File: config.mk
export PLATFORM = sky130hd
export DESIGN_NAME = octree_child_expander
export DESIGN_NICKNAME = d
export VERILOG_FILES = /design/src/rtl/octree_child_expander.sv
export SDC_FILE = /design/constraint.sdc
export NUM_CORES = 1
export LEC_CHECK = 0
export CAP_MARGIN = 20
export CELL_PAD_IN_SITES_DETAIL_PLACEMENT = 0
export CELL_PAD_IN_SITES_GLOBAL_PLACEMENT = 2
export CORE_MARGIN = 1.5
export CORE_UTILIZATION = 36
export DETAILED_ROUTE_END_ITERATION = 7
export DONT_BUFFER_PORTS = 1
export PLACE_DENSITY_LB_ADDON = 0.05
export REMOVE_ABC_BUFFERS = 1
export SKIP_CTS_REPAIR_TIMING = 1
export SYNTH_ARGS = -nofsm -noshare
export SYNTH_HDL_FRONTEND = slang
export SYNTH_SLANG_ARGS = --single-unit
File: constraint.sdc
create_clock -name clk -period 5.85 [get_ports clk]
set_input_delay 1.17 -clock clk [delete_from_list [all_inputs] [get_ports clk]]
set_output_delay 1.17 -clock clk [all_outputs]
set_load 0.1 [all_outputs]
File: src/rtl/octree_child_expander.sv
// Pops packed octree nodes from a registered-read FIFO and streams one child-address
// request per occupied octant. Define OCTREE_EXPAND_STATS_EN to build the node/leaf counters.
module octree_child_expander #(
  parameter int ADDR_WIDTH = 16,
  parameter int DATA_WIDTH = ADDR_WIDTH + 8
) (
  input  logic                  clk,
  input  logic                  rst_n,
  input  logic                  fifo_empty,
  output logic                  fifo_rd_en,
  input  logic [DATA_WIDTH-1:0] fifo_rdata,
  output logic                  out_valid,
  input  logic                  out_ready,
  output logic [ADDR_WIDTH-1:0] out_addr,
  output logic [2:0]            out_idx,
  output logic                  out_last,
  output logic                  busy,
  output logic [31:0]           stat_nodes,
  output logic [31:0]           stat_leaf,
  output logic [1:0]            dbg_state
);

  typedef enum logic [1:0] {
    IDLE = 2'd0,
    WAIT = 2'd1,
    EMIT = 2'd2
  } state_t;

  state_t                state;
  logic [ADDR_WIDTH-1:0] base_q;
  logic [7:0]            mask_q;
  logic [2:0]            rank_q;
  logic [7:0]            rd_mask;

  assign rd_mask = fifo_rdata[7:0];

  // Output stream: a beat transfers on a cycle where out_valid && out_ready. Once
  // out_valid rises, it and out_addr/out_idx/out_last hold until that transfer.
  assign out_valid = (state == EMIT);
  assign out_last  = (mask_q != 8'd0) && ((mask_q & (mask_q - 8'd1)) == 8'd0);
  assign out_addr  = base_q + {{(ADDR_WIDTH-3){1'b0}}, rank_q};
  assign busy      = (state != IDLE);
  assign dbg_state = state;

  // Next node is fetched from IDLE, or overlapped with the last-child transfer.
  assign fifo_rd_en = !fifo_empty &&
                      ((state == IDLE) || ((state == EMIT) && out_ready && out_last));

  always_comb begin
    out_idx = 3'd0;
    for (int i = 7; i >= 0; i--) begin
      if (mask_q[i]) out_idx = 3'(i);
    end
  end

  always_ff @(posedge clk or negedge rst_n) begin
    if (!rst_n) begin
      state  <= IDLE;
      base_q <= '0;
      mask_q <= '0;
      rank_q <= '0;
    end else begin
      case (state)
        IDLE: begin
          if (!fifo_empty) state <= WAIT;
        end
        WAIT: begin
          base_q <= fifo_rdata[DATA_WIDTH-1:8];
          mask_q <= rd_mask;
          rank_q <= '0;
          state  <= (rd_mask == 8'd0) ? IDLE : EMIT;
        end
        EMIT: begin
          if (out_ready) begin
            mask_q <= mask_q & (mask_q - 8'd1);
            rank_q <= rank_q + 3'd1;
            if (out_last) state <= fifo_empty ? IDLE : WAIT;
          end
        end
        default: state <= IDLE;
      endcase
    end
  end

`ifdef OCTREE_EXPAND_STATS_EN
  logic [31:0] nodes_q;
  logic [31:0] leaf_q;

  always_ff @(posedge clk or negedge rst_n) begin
    if (!rst_n) begin
      nodes_q <= '0;
      leaf_q  <= '0;
    end else if (state == WAIT) begin
      nodes_q <= nodes_q + 32'd1;
      if (rd_mask == 8'd0) leaf_q <= leaf_q + 32'd1;
    end
  end

  assign stat_nodes = nodes_q;
  assign stat_leaf  = leaf_q;
`else
  assign stat_nodes = 32'd0;
  assign stat_leaf  = 32'd0;
`endif

endmodule

# == Word level (Yosys, flattened, before mapping) ==
# Cells that the tools add are included.
# classes
addsub,3
eq_ne,5
muxes,18
n_bitwise,1
n_reduce_logical,14
# ops
op,count
3-bit 2-to-1 mux,9
16-bit by 3-bit adder with 16-bit output,1
8-bit logical NOT,2
8-bit one-hot mux with 2 select lines,1
8-bit bitwise AND,1
2-bit 2-to-1 mux,4
8-bit 2-to-1 mux,1
8-bit nonzero test,1
"8-bit by 1-bit subtractor with 8-bit output, second input constant",1
2-bit one-hot mux with 3 select lines,1
3-bit one-hot mux with 2 select lines,1
1-bit logical AND,4
"2-bit by 1-bit inequality test with 1-bit output, second input constant",2
2-bit nonzero test,2
"3-bit by 1-bit adder with 3-bit output, second input constant",1
3-bit AND reduction,1
"2-bit by 1-bit == test with 1-bit output, second input constant",1
"2-bit == test, second input constant",1
2-bit logical NOT,1
"2-bit inequality test, second input constant",1
2-bit AND reduction,1
1-bit logical NOT,1
1-bit logical OR,1
1-bit 2-to-1 mux,1
# word_totals
register_bits,29
input_bits,28
out_inout_bits,89
wordCells,45

# == Logic depth before layout (Yosys ltp) ==
# Gate-level depths: netlist (run 1).
# depth
ltp_word,8
ltp_mapped,8
ltp_nobuf,8

# == Least setup slack after synthesis (run 1) ==
# Ideal clock, no wire load.
# synth_timing
kind,register to output
start,reg state[1] (netlist: dbg_state[1])
end,out fifo_rd_en
arrival_ns,4.800
required_time_ns,4.680
slack_ns,-0.120
stages_incl_launch_ff,5
n_path_buf,0
cell_sequence,dfrtp_1 > nor2b_1 > nand2_1 > or3_1 > o22ai_1
# synth_via
elab_chain_len,5
elab_cells_between_ends,6
classes_between,eq/ne (1); reduce/logical (5)
# synth_lines
item,line,source
from (decl),29,state_t state;
from (signal assigned),71,state <= (rd_mask == 8'd0) ? IDLE : EMIT;
from (signal assigned),77,if (out_last) state <= fifo_empty ? IDLE : WAIT;
2-bit == test,-,
via out_valid,12,"output logic out_valid,"
1-bit logical AND (2 in a row),47,((state == IDLE) || ((state == EMIT) && out_ready && out_last));
1-bit logical OR,47,
1-bit logical AND,46,assign fifo_rd_en = !fifo_empty &&
to (decl),10,"output logic fifo_rd_en,"
# The timed path passes the listed nets, and every way through them passes these cells.

# == Final worst setup path (run 1) ==
# Same ends and word-level chain as after synthesis.

==> results_dict.tcl, run 1 <==
set metrics [dict create \
    status "finished clean" \
    maxCapViolCount 0 \
    yosys-top-cells-count "64 x buf_4, 58 x nand2_1, 29 x dfrtp_1" \
    synth_area_um2 2208 \
    cts_buffer_depth 2 \
    h-tree-depth 2 \
    synth_top_area_share_pct 32.86 \
    synth_seq_cells 29 \
    synthToLayoutAreaGrowth_pct 6.459 \
    period_needed_ps 4520 \
    clkTransAtPathRegs_ps 60 \
    grt.overflow.total 0 \
    track_usage_pct 15.26 \
    rsz0062_at_grt "no" \
    drc 0 \
    slew_headroom_pct 20.99 \
    num_antenna_cells 0 \
    synth_area_leader_cell "dfrtp_1" \
    synth_ff_type "dfrtp_1" \
    cts_root_buffer "clkbuf_8" \
    cts_buffers 5 \
    antenna_found_initial 0 \
    cts_sinks 29 \
    io_buffers 0 \
    hpwl_mm 3.431 \
    yosysSeqAreaShare_pct 32.86 \
    fin_util_pct 39.71 \
    fin_skew_ps 5.799 \
    ant_nets 0 \
    start_kind "register" \
    worstPathArrival_ps 3350 \
    clock_latency_ps 280 \
    place.gp.congestion 0.8053 \
    worst_setup_path_end_kind "output port" \
    setup_violations 0 \
    fmax_ghz 0.2212 \
    first_global_vias 1564 \
    synth.avg_cell_area_um2 7.887 \
    maxSlewViolCount 0 \
    grt_pass1_wl_mm 7.445 \
    layout-drive-gt1-share_pct 15.22 \
    die_w_um 81.32 \
    crit_type "register to output port" \
    dieArea_um2 6613 \
    worst_pin_slew_ps 1186 \
    min_period_over_period_pct 77.27 \
    grt_max_degree 30 \
    hold_class "register to register" \
    core_um2 5921 \
    synth-edff-count 0 \
    r2r_slack_ps 3390 \
    num_io_pins 117 \
    rows 28 \
    yosysMostFrequentCell "buf_4" \
    required_ps 4680 \
    die_h_um 81.32 \
    initial_core_util_pct 37.30 \
    drtPass1Iterations 6 \
    ys_top_cells_by_area "dfrtp_1 33%, buf_4 22%, nand2_1 9.9%, xnor2_1 4.0%, nor3_1 2.9%" \
    synthCells 280 \
    num_vias 1634 \
    async_flop_share_pct 100.0 \
    viasPerCell 4.489 \
    layout.nets 322 \
    cp_max_fo 8 \
    wirelength_mm 4.632 \
    drtIter0Drc 53 \
    yosysWarnings 0 \
    hold_viol_final 0 \
    cts_tree "done" \
    yosysUniqueCellTypes 38 \
    wl_per_cell_um 12.73 \
]
worst paths after layout:
path,cells past startpoint,to,from
max in group asynchronous,0,dbg_state[0],rst_n
max reg2reg,5,dbg_state[1],dbg_state[1]
min in group asynchronous,0,base_q[3],rst_n
min reg2reg,2,base_q[2],base_q[2]
max,5,fifo_rd_en,dbg_state[1]
min,2,base_q[2],base_q[2]
state kept, by name (all words and copies together) (netlist names):
name and count:
mask_q 8, base_q 16, rank_q 3, dbg_state 2
logic make-up after synthesis:
kind of cell,count (synthesis),synth area share [%]
AO/OA/AOI/OAI,34,9.745
XOR/XNOR,15,5.949
adder cells (fa/ha/maj),5,3.173
buffers and inverters,85,25.72
flip-flops,29,32.86
multiplexers,1,0.4533
other,1,0.1698
AND/OR/NAND/NOR,110,21.93
worst max-delay path: stages (launching register included):
cell and delay (ps):
dfrtp_1 1030, nor2b_2 280, buf_4 310, nand2_1 220, or3_1 390, o22ai_2 830
metrics by stage:
| stage | instance area [um2] | hold slack [ps] | worst slack, ps | setup TNS [ps] | instances |
|---|---|---|---|---|---|
| finish | 2351 | 487.6 | 1330 | 0 | 364 |
| global route | 2351 | 525.0 | 1221 | 0 | 364 |
| CTS | 2351 | 494.5 | 1304 | 0 | 364 |
| detailed placement | 2261 | 477.3 | 1631 | 0 | 357 |
| global placement | 2261 | 470.1 | 1657 | 0 | 357 |
| floorplan | 1914 | 452.3 | -119.8 | -119.8 | 268 |
layer usage:
metal	share of wire (%)	GRT usage (%)
met5	0	0
met4	2.4	8.621
met3	8.4	4.607
met2	46	23.88
met1	43	18.51
layout by cell type (no fill, tap or decap), types with 2 or more instances in the layout:
master    count
inv_1        10
nor2_1       15
and3_1        3
nand2_1      58
conb_1       64
nand2b_1      3
nor4_1        2
buf_4        13
xnor2_2       9
nor2b_2       2
nor3_1       12
a21oi_1       9
ha_1          4
xor2_2        5
dfrtp_1      29
o21ai_0       9
a21o_1        2
clkbuf_8      6
a211oi_1      2
nand3_1       5
nor2_2        3
a22o_1        3
final cells by class:
type	instances	area (um2)
clock buffer	6	82.58
clock inverter	1	7.507
fill	623	3570
inverter	10	37.54
multi-input combinational	229	1281
sequential	29	725.7
tap	75	93.84
timing repair buffer	14	122.6
Power of run 1 is left out: the tool's default activity adds up to more than one toggle a clock period on the data nets, which glitch-free logic cannot reach.
==> run 2: changes to the inputs <==
--- a/config.mk
+++ b/config.mk
@@ -9,7 +9,7 @@
 export CELL_PAD_IN_SITES_DETAIL_PLACEMENT = 0
 export CELL_PAD_IN_SITES_GLOBAL_PLACEMENT = 2
 export CORE_MARGIN = 1.5
-export CORE_UTILIZATION = 36
+export CORE_UTILIZATION = 30
 export DETAILED_ROUTE_END_ITERATION = 7
 export DONT_BUFFER_PORTS = 1
 export PLACE_DENSITY_LB_ADDON = 0.05
==> constraint.sdc (replaced) <==
create_clock -name clk -period 3.85 [get_ports clk]
set_input_delay 0.77 -clock clk [delete_from_list [all_inputs] [get_ports clk]]
set_output_delay 0.77 -clock clk [all_outputs]
set_load 0.1 [all_outputs]
==> results_dict.tcl, run 2 (synthesis results as in run 1) <==
set metrics [dict create \
    layout_common_cells "64 x conb_1, 58 x nand2_1, 29 x dfrtp_1" \
    cp_max_fo 8 \
    required_ps 3080 \
    wirelength_mm 5.002 \
    status "finished clean" \
    largest_register_ffs 16 \
    cts_buffer_depth 2 \
    grt_max_degree 30 \
    min_period_over_period_pct 88.72 \
    hold_viol_final 0 \
    grt.overflow.total 0 \
    worst_pin_slew_ps 910.1 \
    fill_cells 771 \
    drc 0 \
    core_um2 7176 \
    num_antenna_cells 0 \
    grt_pass1_wl_mm 7.817 \
    layout.nets 331 \
    num_io_pins 117 \
    die_h_um 88.80 \
    fin_skew_ps 3.428 \
    num_vias 1656 \
    antenna_found_initial 0 \
    dieArea_um2 7885 \
    drtPass1Iterations 3 \
    crit_type "register to output port" \
    first_global_vias 1586 \
    setup.worst_path.start "mask_q[0]" \
    synthToLayoutAreaGrowth_pct 11.27 \
    regMostFlops "base_q" \
    maxSlewViolCount 0 \
    holdWs_ps 185.0 \
    track_usage_pct 13.20 \
    clock_latency_ps 270 \
    viasPerCell 4.171 \
    clkTransAtPathRegs_ps 60 \
    cts_root_buffer "clkbuf_8" \
    setup_violations 0 \
    die_w_um 88.80 \
    slew_headroom_pct 39.33 \
    period_needed_ps 3416 \
    worstPathArrival_ps 2650 \
    place.gp.congestion 0.7340 \
    start_kind "register" \
    h-tree-depth 2 \
    worst_setup_path_end_kind "output port" \
    wl_per_cell_um 12.60 \
    cts_sinks 29 \
    hold_class "primary input to async pin" \
    reg_top3 "base_q: 16 flops, mask_q: 8 flops, rank_q: 3 flops" \
    drtIter0Drc 36 \
    layout-drive-gt1-share_pct 17.45 \
    fmax_ghz 0.2928 \
    hpwl_mm 3.645 \
    initial_core_util_pct 30.78 \
    maxCapViolCount 0 \
    cts_tree "done" \
    final_common_cell "conb_1" \
    io_buffers 0 \
    r2r_start "mask_q[0]" \
    ant_nets 0 \
    rows 31 \
    cts_buffers 5 \
    rsz0062_at_grt "no" \
]
==> run 2: path summary, 6_finish.rpt <==
check                                    end  slack, ps  cells after the start
worst max register to register  dbg_state[1]       1600                      5
worst max-delay path                out_last        430                      6
min in group clk                   base_q[2]        490                      2
worst min-delay path               base_q[3]        180                      0
max in group asynchronous          rank_q[2]       3580                      0
worst min register to register     base_q[2]        490                      2
==> run 2: worst max-delay path, stage by stage (launching register included) <==
cell and delay, ps:
dfrtp_1 480, or4_1 700, or4b_1 550, o41ai_1 90, nor2_2 140, nor2_2 120
buf_4 290
==> run 2: layout make-up <==
class,instances,area [um2],area share (%)
tap,99,123.9,5.041
sequential,29,725.7,29.53
inverter,10,37.54,1.527
clock buffer,7,86.33,3.513
multi-input combinational,229,1281,52.14
timing repair buffer,23,202.7,8.248
==> run 2: through the flow <==
stage          worst slack (ps)  cell area [um2]  util (%)  cells  TNS [ps]
3_5_place_dp              746.2             2371     33.04    390         0
2_1_floorplan             -1720             1914         -    268     -1720
3_3_place_gp              761.2             2371     33.04    390         0
6_report                  434.4             2457     34.25    397         0
4_1_cts                   435.4             2457     34.25    397         0
5_1_grt                   299.7             2457     34.25    397         0
==> run 2: per-layer routing <==
layer	up-vias	GRT usage [%]	part of all wire, %	wire length (um)
met5	-	0	0	0
met4	0	4.261	1.4	68
met3	5	4.198	6.5	325
met2	58	21.35	46	2312
met1	781	16.73	46	2295
li1	812	-	-	-
Power of run 2 is left out for the same reason.
